$ cat config.mk
export PLATFORM = sky130hd
export DESIGN_NAME = icache_fill_ctrl
export DESIGN_NICKNAME = d
export VERILOG_FILES = /design/src/rtl/pa_icache_pkg.sv /design/src/rtl/icache_fill_ctrl_port_arb.sv /design/src/rtl/icache_fill_ctrl.sv
export SDC_FILE = /design/constraint.sdc
export NUM_CORES = 1
export LEC_CHECK = 0
export CORE_MARGIN = 2
export CORE_UTILIZATION = 30
export CTS_BUF_LIST = sky130_fd_sc_hd__clkbuf_8
export DETAILED_ROUTE_END_ITERATION = 6
export PLACE_DENSITY_LB_ADDON = 0.05
export SYNTH_ARGS = -nofsm -noshare
export SYNTH_HDL_FRONTEND = slang
export SYNTH_SLANG_ARGS = --single-unit
$ cat constraint.sdc
create_clock -name clock_i -period 3.08 [get_ports clock_i]
set_input_delay 0.308 -clock clock_i [delete_from_list [all_inputs] [get_ports clock_i]]
set_output_delay 0.308 -clock clock_i [all_outputs]
set_load 0.05 [all_outputs]
$ cat src/rtl/pa_icache_pkg.sv
// Shared definitions for the PA_Core i-cache fill path.
//   LINE_BYTES / LINE_W / ADDR_W / STARVE_MAX : default geometry and arbitration limit
//   fill_state_e : fill controller states (CHECK only reachable with ICACHE_FILL_CHECKSUM_EN)
//   port_owner_e : owner of the single i-cache port, shared with the i-cache and fetch stage
package pa_icache_pkg;

  localparam int unsigned LINE_BYTES = 32;
  localparam int unsigned LINE_W     = LINE_BYTES * 8;
  localparam int unsigned ADDR_W     = 8;
  localparam int unsigned STARVE_MAX = 4;

  typedef enum logic [1:0] {
    FILL_IDLE    = 2'd0,
    FILL_COLLECT = 2'd1,
    FILL_CHECK   = 2'd2,
    FILL_COMMIT  = 2'd3
  } fill_state_e;

  typedef enum logic {
    PORT_FETCH = 1'b0,
    PORT_FILL  = 1'b1
  } port_owner_e;

endpackage

$ cat src/rtl/icache_fill_ctrl_port_arb.sv
// icache_port_arb: arbitration of the single i-cache port between fetch and a pending fill.
// Fetch has priority; a pending fill that has yielded STARVE_MAX consecutive cycles
// takes the port on the next cycle.
// Ports:
//   clock_i, reset_i : clock, synchronous active-high reset
//   fillPending_i    : a complete line is waiting to be written
//   fetchReq_i       : fetch requests the port this cycle
//   fillWin_o        : fill owns the port this cycle (combinational)
//   fetchGrant_o     : fetch owns the port this cycle (combinational)
module icache_port_arb
  import pa_icache_pkg::*;
#(
  parameter int unsigned STARVE_MAX = pa_icache_pkg::STARVE_MAX
) (
  input  logic clock_i,
  input  logic reset_i,
  input  logic fillPending_i,
  input  logic fetchReq_i,
  output logic fillWin_o,
  output logic fetchGrant_o
);

  localparam int unsigned SW = $clog2(STARVE_MAX + 1);

  logic [SW-1:0] starve_q, starve_d;
  port_owner_e   owner;

  always_comb begin
    owner = PORT_FETCH;
    if (fillPending_i && (!fetchReq_i || starve_q == SW'(STARVE_MAX)))
      owner = PORT_FILL;
  end

  assign fillWin_o    = (owner == PORT_FILL);
  assign fetchGrant_o = fetchReq_i & ~fillWin_o;

  // Counts only cycles in which a pending fill actually yielded to fetch.
  always_comb begin
    starve_d = starve_q;
    if (fillWin_o)
      starve_d = '0;
    else if (fillPending_i && fetchReq_i && starve_q != SW'(STARVE_MAX))
      starve_d = starve_q + SW'(1);
  end

  always_ff @(posedge clock_i) begin
    if (reset_i) starve_q <= '0;
    else         starve_q <= starve_d;
  end

endmodule

$ cat src/rtl/icache_fill_ctrl.sv
// icache_fill_ctrl: programs PA_Core i-cache lines from a byte stream
// (one address byte, then LINE_BYTES data bytes) and writes the assembled
// line through the port shared with fetch.
// Optional feature macro: ICACHE_FILL_CHECKSUM_EN adds a CHECK state that
// accepts one XOR checksum byte after the data bytes.
// Ports:
//   clock_i, reset_i    : clock, synchronous active-high reset
//   byteValid_i/byteData_i/byteIsAddr_i, byteReady_o : byte stream handshake
//   fetchReq_i, fetchGrant_o : fetch side of the shared port
//   cacheWrEn_o/cacheWrAddr_o/cacheWrData_o : line write (byte i at [8*i +: 8])
//   busy_o              : line partially collected or pending commit
//   protoErr_o          : one-cycle pulse after a stream protocol violation
module icache_fill_ctrl
  import pa_icache_pkg::*;
#(
  parameter int unsigned LINE_BYTES = pa_icache_pkg::LINE_BYTES,
  parameter int unsigned LINE_W     = pa_icache_pkg::LINE_W,
  parameter int unsigned ADDR_W     = pa_icache_pkg::ADDR_W,
  parameter int unsigned STARVE_MAX = pa_icache_pkg::STARVE_MAX
) (
  input  logic              clock_i,
  input  logic              reset_i,
  input  logic              byteValid_i,
  input  logic [7:0]        byteData_i,
  input  logic              byteIsAddr_i,
  output logic              byteReady_o,
  input  logic              fetchReq_i,
  output logic              fetchGrant_o,
  output logic              cacheWrEn_o,
  output logic [ADDR_W-1:0] cacheWrAddr_o,
  output logic [LINE_W-1:0] cacheWrData_o,
  output logic              busy_o,
  output logic              protoErr_o
);

  localparam int unsigned CNT_W = $clog2(LINE_BYTES) + 1;

  fill_state_e       state_q, state_d;
  logic [CNT_W-1:0]  cnt_q;
  logic [ADDR_W-1:0] addr_q;
  logic [LINE_W-1:0] line_q;
  logic              protoErr_q, protoErr_d;
  logic              accept;
  logic              lastByte;
  logic              fillPending;
  logic              fillWin;
`ifdef ICACHE_FILL_CHECKSUM_EN
  logic [7:0]        csum_q;
`endif

  assign accept      = byteValid_i & byteReady_o;
  assign lastByte    = (cnt_q == CNT_W'(LINE_BYTES - 1));
  // Gated by reset so a line pending at reset is never written.
  assign fillPending = (state_q == FILL_COMMIT) & ~reset_i;

  icache_port_arb #(
    .STARVE_MAX (STARVE_MAX)
  ) u_arb (
    .clock_i       (clock_i),
    .reset_i       (reset_i),
    .fillPending_i (fillPending),
    .fetchReq_i    (fetchReq_i),
    .fillWin_o     (fillWin),
    .fetchGrant_o  (fetchGrant_o)
  );

  // State register
  always_ff @(posedge clock_i) begin
    if (reset_i) begin
      state_q    <= FILL_IDLE;
      protoErr_q <= 1'b0;
    end else begin
      state_q    <= state_d;
      protoErr_q <= protoErr_d;
    end
  end

  // Next-state logic
  always_comb begin
    state_d    = state_q;
    protoErr_d = 1'b0;
    case (state_q)
      FILL_IDLE: begin
        if (accept) begin
          if (byteIsAddr_i) state_d = FILL_COLLECT;
          else              protoErr_d = 1'b1;
        end
      end
      FILL_COLLECT: begin
        if (accept) begin
          if (byteIsAddr_i) begin
            state_d    = FILL_COLLECT;
            protoErr_d = 1'b1;
          end else if (lastByte) begin
`ifdef ICACHE_FILL_CHECKSUM_EN
            state_d = FILL_CHECK;
`else
            state_d = FILL_COMMIT;
`endif
          end
        end
      end
`ifdef ICACHE_FILL_CHECKSUM_EN
      FILL_CHECK: begin
        if (accept) begin
          if (byteIsAddr_i) begin
            state_d    = FILL_COLLECT;
            protoErr_d = 1'b1;
          end else if (byteData_i == csum_q) begin
            state_d = FILL_COMMIT;
          end else begin
            state_d    = FILL_IDLE;
            protoErr_d = 1'b1;
          end
        end
      end
`endif
      FILL_COMMIT: begin
        if (fillWin) state_d = FILL_IDLE;
      end
      default: state_d = FILL_IDLE;
    endcase
  end

  // Outputs
  always_comb begin
    byteReady_o = ~reset_i & (state_q != FILL_COMMIT);
    busy_o      = (state_q != FILL_IDLE);
    cacheWrEn_o = fillPending & fillWin;
  end

  assign protoErr_o    = protoErr_q;
  assign cacheWrAddr_o = addr_q;
  assign cacheWrData_o = line_q;

  // Line assembly. An address byte in any accepting state restarts the line;
  // data bytes in IDLE are dropped.
  always_ff @(posedge clock_i) begin
    if (reset_i) begin
      cnt_q  <= '0;
      addr_q <= '0;
      line_q <= '0;
`ifdef ICACHE_FILL_CHECKSUM_EN
      csum_q <= '0;
`endif
    end else if (accept) begin
      if (byteIsAddr_i) begin
        addr_q <= byteData_i[ADDR_W-1:0];
        cnt_q  <= '0;
`ifdef ICACHE_FILL_CHECKSUM_EN
        csum_q <= '0;
`endif
      end else if (state_q == FILL_COLLECT) begin
        line_q[8*cnt_q +: 8] <= byteData_i;
        cnt_q                <= cnt_q + CNT_W'(1);
`ifdef ICACHE_FILL_CHECKSUM_EN
        csum_q               <= csum_q ^ byteData_i;
`endif
      end
    end
  end

endmodule

==> run metrics, run 1 <==
CTS max path bufs=3; Req. time, crit path=3.59 ns; H-tree levels=2; # rows=71; largest net degree at the start of global routing=82; syn nets=1199; Final Hold Viols=0; RePlAce Congestion=0.806; Area after DPL=15100 sq um; Reg clk slew, reported paths=0.06 ns; Post-Synth XOR/XNOR Area=0.304%; TritonCTS clock tree=done; via/cell ratio=4.69; Syn-to-layout area delta=39.2%; most frequent cells in the layout=nand2_1, clkdlybuf4s50_1, dfxtp_1; endpoints failing setup=0; worst slew pin tran=1.14 ns; number of global-route vias before repair=9612; main combinational cell family by area after synthesis=multiplexers; Final Instance Area=16100 sq um; ant diodes=0; status=finished, final reports clean; CP Cell Sequence=or3_1, nor3_1, ha_1, or4bb_1, or3_1, nor3b_2, buf_4, mux2i_1; Die Y=200 um; critical path data arrival time=3.35 ns; async set-reset flop share out of synthesis=0%; Final min period=2.84 ns; critical path startpoint category=register; Total Die Area=40000 sq um; Synth Register Bits=276; Cell variety after synth=64; Final Cycle Share=92.3%; Post-Synth Adder-Cell Area=0.759%; Avg Inst Size Synth=9.78 sq um; simple-gate area share of the yosys netlist=18.9%; share of layout cells above drive strength 1=11.9%; Synth Flop Type=dfxtp_1; CP most frequent cell=or3_1; drt pass-1 iters=4; initial antenna violation count=0; most common cell after layout, fill and taps aside=nand2_1; crit-path max FO=8; Largest stage delay, worst path=0.59 ns; Num CTS Buffers=49; RSZ-0062 raised after global routing=no; Crit. End Element=register; post-synthesis cell area=11500 sq um; VDD IR max=0.250 mV; number of synthesized flops with an enable pin=0; Via Count=9496; setup_tns=0 ns; Post-CTS Setup Inserts=0; clk_lat worst skew=0.62 ns; mux cell area share after synthesis=21.6%; delay-heaviest family, CP=simple AND/OR/NAND/NOR gates; DR WL/cell=19.8 um; critical path class=reg -> reg; Core Area=37800 sq um; GRT Resource Usage Total=19.7%; NumNets Final=1500; max_cap viols=0; PD cells=460 nW/um^2; sequential area share after synthesis=47.9%; Synth warnings=0; Synth Instances=1179; fmax=352 MHz; Clock Sinks=276; antenna-violating nets left=0; Die X=200 um; Crit path buffers/inverters=1; hold slack=0.173 ns; Synth Area in Compound Gates=6.05%; min-delay worst type=in -> reg; Buffers on Ports=281; Worst Skew=0.0368 ns; Slew Limit Fails=0; aggregate global routing overflow=0; post-CTS sizing=0; initial cell density of the core=30.5%; DRC=0; CTS Hold Bufs=0; global-route wire length before repair=59200 um; Pleak=6.37 nW; I/O pin count=282; slowest CP cell=or4bb_1; relative slew slack=23.9%; WL final=40200 um; clk root buf=clkbuf_8; post-DP HPWL=28000 um; Detailed Route Iter0 Violations=420
## cells in the mapped netlist (3+ instances only)
master / count / area share [%]
mux2i_1: 245 / 21
nand2_1: 310 / 10
o21ai_0: 9 / 0.39
a21oi_1: 11 / 0.48
clkbuf_1: 59 / 1.9
and4_1: 5 / 0.38
ha_1: 7 / 0.76
nor3b_1: 3 / 0.20
buf_4: 5 / 0.33
o211a_1: 3 / 0.26
inv_1: 8 / 0.26
nor4_1: 4 / 0.22
nor3_1: 11 / 0.48
nand4_1: 20 / 1.1
nand3_1: 37 / 1.6
a22o_1: 13 / 0.99
buf_6: 11 / 1.1
o211ai_4: 3 / 0.55
o2111a_1: 4 / 0.39
nor2b_1: 6 / 0.33
or3_1: 9 / 0.49
and3_1: 7 / 0.38
mux2_2: 3 / 0.29
buf_1: 4 / 0.13
o2111ai_4: 6 / 1.4
dfxtp_1: 276 / 48
buf_2: 18 / 0.78
nand2b_1: 8 / 0.43
nor2_1: 27 / 0.88
## worst register-to-register path: cells and delay by family, from the launching register on
family	cells	cell delay (ns)
AND/OR/NAND/NOR	5	1.80
buffers and inverters	1	0.26
flip-flops	1	0.30
adder cells (fa/ha/maj)	1	0.18
multiplexers	1	0.21
## sequential cells by signal (all words and copies together) (netlist names)
register	cells
protoErr_o	1
cacheWrAddr_o	8
u_arb.starve_q	3
cnt_q	6
state_q	2
cacheWrData_o	256
## logic make-up (layout without fill, tap and decap cells)
kind of cell,Yosys count,after routing
simple gates,474,474
flops,276,276
mux,248,248
buf+inv,105,440
compound gates,65,65
fa+ha+maj,7,7
xor+xnor,4,4
## area by class of cell
class / instances / area [sq um]
Timing Repair Buffer: 347 / 3340
Clock buffer: 62 / 853
Sequential cell: 276 / 5530
Fill cell: 3766 / 21700
Inverter: 8 / 37.5
Multi-Input combinational cell: 798 / 5530
Clock inverter: 23 / 130
Tap cell: 511 / 639
## final timing paths
check | to | slack (ns) | from | cells after the start
hold / removal | cacheWrData_o[207] | 0.17 | reset_i | 3
hold reg to reg | cacheWrData_o[71] | 0.45 | cacheWrData_o[71] | 2
setup / recovery | cacheWrData_o[102] | 0.24 | cnt_q[0] | 8
setup reg to reg | cacheWrData_o[102] | 0.24 | cnt_q[0] | 8
## power by group
part	switching [mW]	leakage, nW	internal [mW]
registers	0.00617	2.22	3.58
logic	0.264	3.58	0.0970
clock network	1.56	0.566	1.89
## layer usage
layer	up-vias	global-route usage (%)	routed length, um
met3	64	3.66	2190
li1	4654	-	-
met4	0	5.16	769
met2	233	32.6	18900
met5	-	0	0
met1	4545	26.4	18300
## through the flow
stage	cells	setup WS, ns	util (%)	power (mW)
finish	2025	0.237	42.5	7.39
global route	2025	0.0146	42.5	7.69
CTS	2025	0.247	42.5	7.52
detailed placement	1940	0.277	39.9	4.03
global placement	1940	0.306	39.9	4.03
floorplan	1179	0.289	-	3.87
Power figures use the tool's default switching activity.
==> run 2, diff against run 1 <==
REMOVE_ABC_BUFFERS = 1   (was default)
==> run 2 against run 1 <==
  * Setup slack got worse by 0.029 ns
  * Combinational power fell by 2%
  * Hold slack improved by 0.23 ns
  * Routed wire length fell by 2.7%
  * Largest power group unchanged
  * Highest routed layer unchanged
==> run metrics, run 2 (synthesis gave the netlist of run 1 again) <==
status=finished, final reports clean; critical path class=reg -> reg; Via Count=9499; slowest CP cell=or4bb_1; R2R cell count=8; Clk network pwr share=46.1%; antenna-violating nets left=0; Total Die Area=40000 sq um; Die Y=200 um; critical path startpoint category=register; endpoints failing setup=0; Clock Sinks=276; share of layout cells above drive strength 1=11.5%; Syn-to-layout area delta=39.1%; Min-Delay Path Depth=3; drt pass-1 iters=4; Final min period=2.87 ns; RePlAce Congestion=0.791; PD cells=456 nW/um^2; fmax=348 MHz; aggregate global routing overflow=0; VDD IR max=0.318 mV; TritonCTS clock tree=done; DRC=0; Core Area=37800 sq um; initial antenna violation count=0; Largest stage delay, worst path=0.59 ns; fin util=42.5%; CTS max path bufs=3; worst hold path startpoint=fetchReq_i; Num CTS Buffers=49; sw frac=24.4%; Final Hold Viols=0; Reg clk slew, reported paths=0.06 ns; Buffers on Ports=281; critical path data arrival time=3.37 ns; NetSw=1.78 mW; delay-heaviest family, CP=simple AND/OR/NAND/NOR gates; Crit path buffers/inverters=1; WL final=39100 um; number of global-route vias before repair=9767; clk_lat worst skew=0.58 ns; number of fill cells=3738; H-tree levels=2; Comb power frac=4.9%; ant diodes=0; Req. time, crit path=3.58 ns; largest net degree at the start of global routing=81; DR WL/cell=19.3 um; most common cell after layout, fill and taps aside=nand2_1; Detailed Route Iter0 Violations=398; initial cell density of the core=30.5%; hold slack=0.407 ns; crit-path max FO=18; relative slew slack=45.9%; most frequent cells in the layout=nand2_1, clkdlybuf4s50_1, dfxtp_1; via/cell ratio=4.69; global-route wire length before repair=58900 um; I/O pin count=282; Worst Skew=0.0123 ns; Final Cycle Share=93.2%; Slew Limit Fails=0; max FFs per register=256; RSZ-0062 raised after global routing=no; Worst R2R Setup Slack=0.21 ns; Worst Hold Path EP=u_arb.starve_q[2]; post-CTS sizing=0; CP Cell Sequence=or3_1, nor3_1, ha_1, or4bb_1, nor3_4, buf_12, and3_1, mux2i_1; # rows=71; max_cap viols=0; GRT Resource Usage Total=19.4%; post-DP HPWL=27000 um; RR Startpoint=cnt_q[1]; Pleak=6.37 nW; worst r2r dst=cacheWrData_o[220]; Reg power frac=49.0%; Crit. End Element=register; clk root buf=clkbuf_8; Die X=200 um; internal power=5.53 mW; NumNets Final=1501; min-delay worst type=in -> reg; worst slew pin tran=0.805 ns
-- run 2: changes by cell type in the layout (fill, tap and decap cells not counted) --
cell             previous run  this run
dlygate4sd3_1               0         1
clkbuf_8                   62        61
buf_2                       3         1
nor4_1                      3         4
nor3b_2                     1         2
inv_1                      23        27
buf_12                      4         3
nor3b_1                     2         1
buf_4                      63        64
inv_6                       2         0
nor4_2                      2         1
clkdlybuf4s50_1           277       279
-- run 2: stage by stage --
stage,worst slack (ns),std cells,total power [mW],cell area (sq um),TNS [ns]
after floorplan,-1.56,1082,3.82,11000,-263.78
after global placement,0.300,1940,4.02,15100,0
after detailed placement,0.278,1940,4.02,15100,0
after CTS,0.228,2027,7.43,16000,0
after global routing,0.0222,2027,7.61,16000,0
final,0.208,2027,7.31,16000,0
-- run 2: power by group through the flow --
stage          logic (mW)  clock network [mW]  registers [mW]
3_3_place_gp        0.361                   0            3.66
6_report            0.355                3.37            3.59
3_5_place_dp        0.359                   0            3.66
2_1_floorplan       0.138                   0            3.68
5_1_grt             0.380                3.65            3.58
4_1_cts             0.361                3.49            3.58
-- run 2: routing by layer --
metal  track usage (%)  routed length (um)  up-vias
li1                  -                   -     4652
met1              25.9               18000     4559
met2              30.9               17700      231
met3              5.38                2640       57
met4              4.83                 733        0
met5                 0                   0        -
-- run 2: area by class of cell --
| cell class | instances | area (sq um) | area share (%) |
|---|---|---|---|
| Clock inverter | 25 | 128 | 0.796 |
| Timing Repair Buffer | 348 | 3350 | 20.9 |
| Tap cell | 511 | 639 | 3.99 |
| Clock buffer | 61 | 840 | 5.23 |
| Multi-Input combinational cell | 798 | 5530 | 34.4 |
| Sequential cell | 276 | 5530 | 34.4 |
| Inverter | 8 | 37.5 | 0.234 |
-- run 2: repair_timing --
| item | CTS | global route |
|---|---|---|
| hold buffers | 1 | 0 |
| setup buffers | 0 | 0 |
| endpoints found under the hold margin | 2 | 0 |
-- run 2: worst register-to-register path: stages, from the launching register on --
cell	delay, ns
dfxtp_1	0.38
or3_1	0.40
nor3_1	0.15
ha_1	0.18
or4bb_1	0.59
nor3_4	0.19
buf_12	0.19
and3_1	0.47
mux2i_1	0.24
-- run 2: worst max-delay path by stage --
stage                                 start                  to  slack, ns  cells past startpoint
after floorplan                     reset_i  cacheWrData_o[208]      -1.56                      4
after global placement             cnt_q[1]   cacheWrData_o[65]       0.30                      9
after detailed placement           cnt_q[1]  cacheWrData_o[219]       0.28                      8
after CTS                 u_arb.starve_q[0]         cacheWrEn_o       0.23                      6
after global routing               cnt_q[1]  cacheWrData_o[220]       0.02                      8
final                              cnt_q[1]  cacheWrData_o[220]       0.21                      8
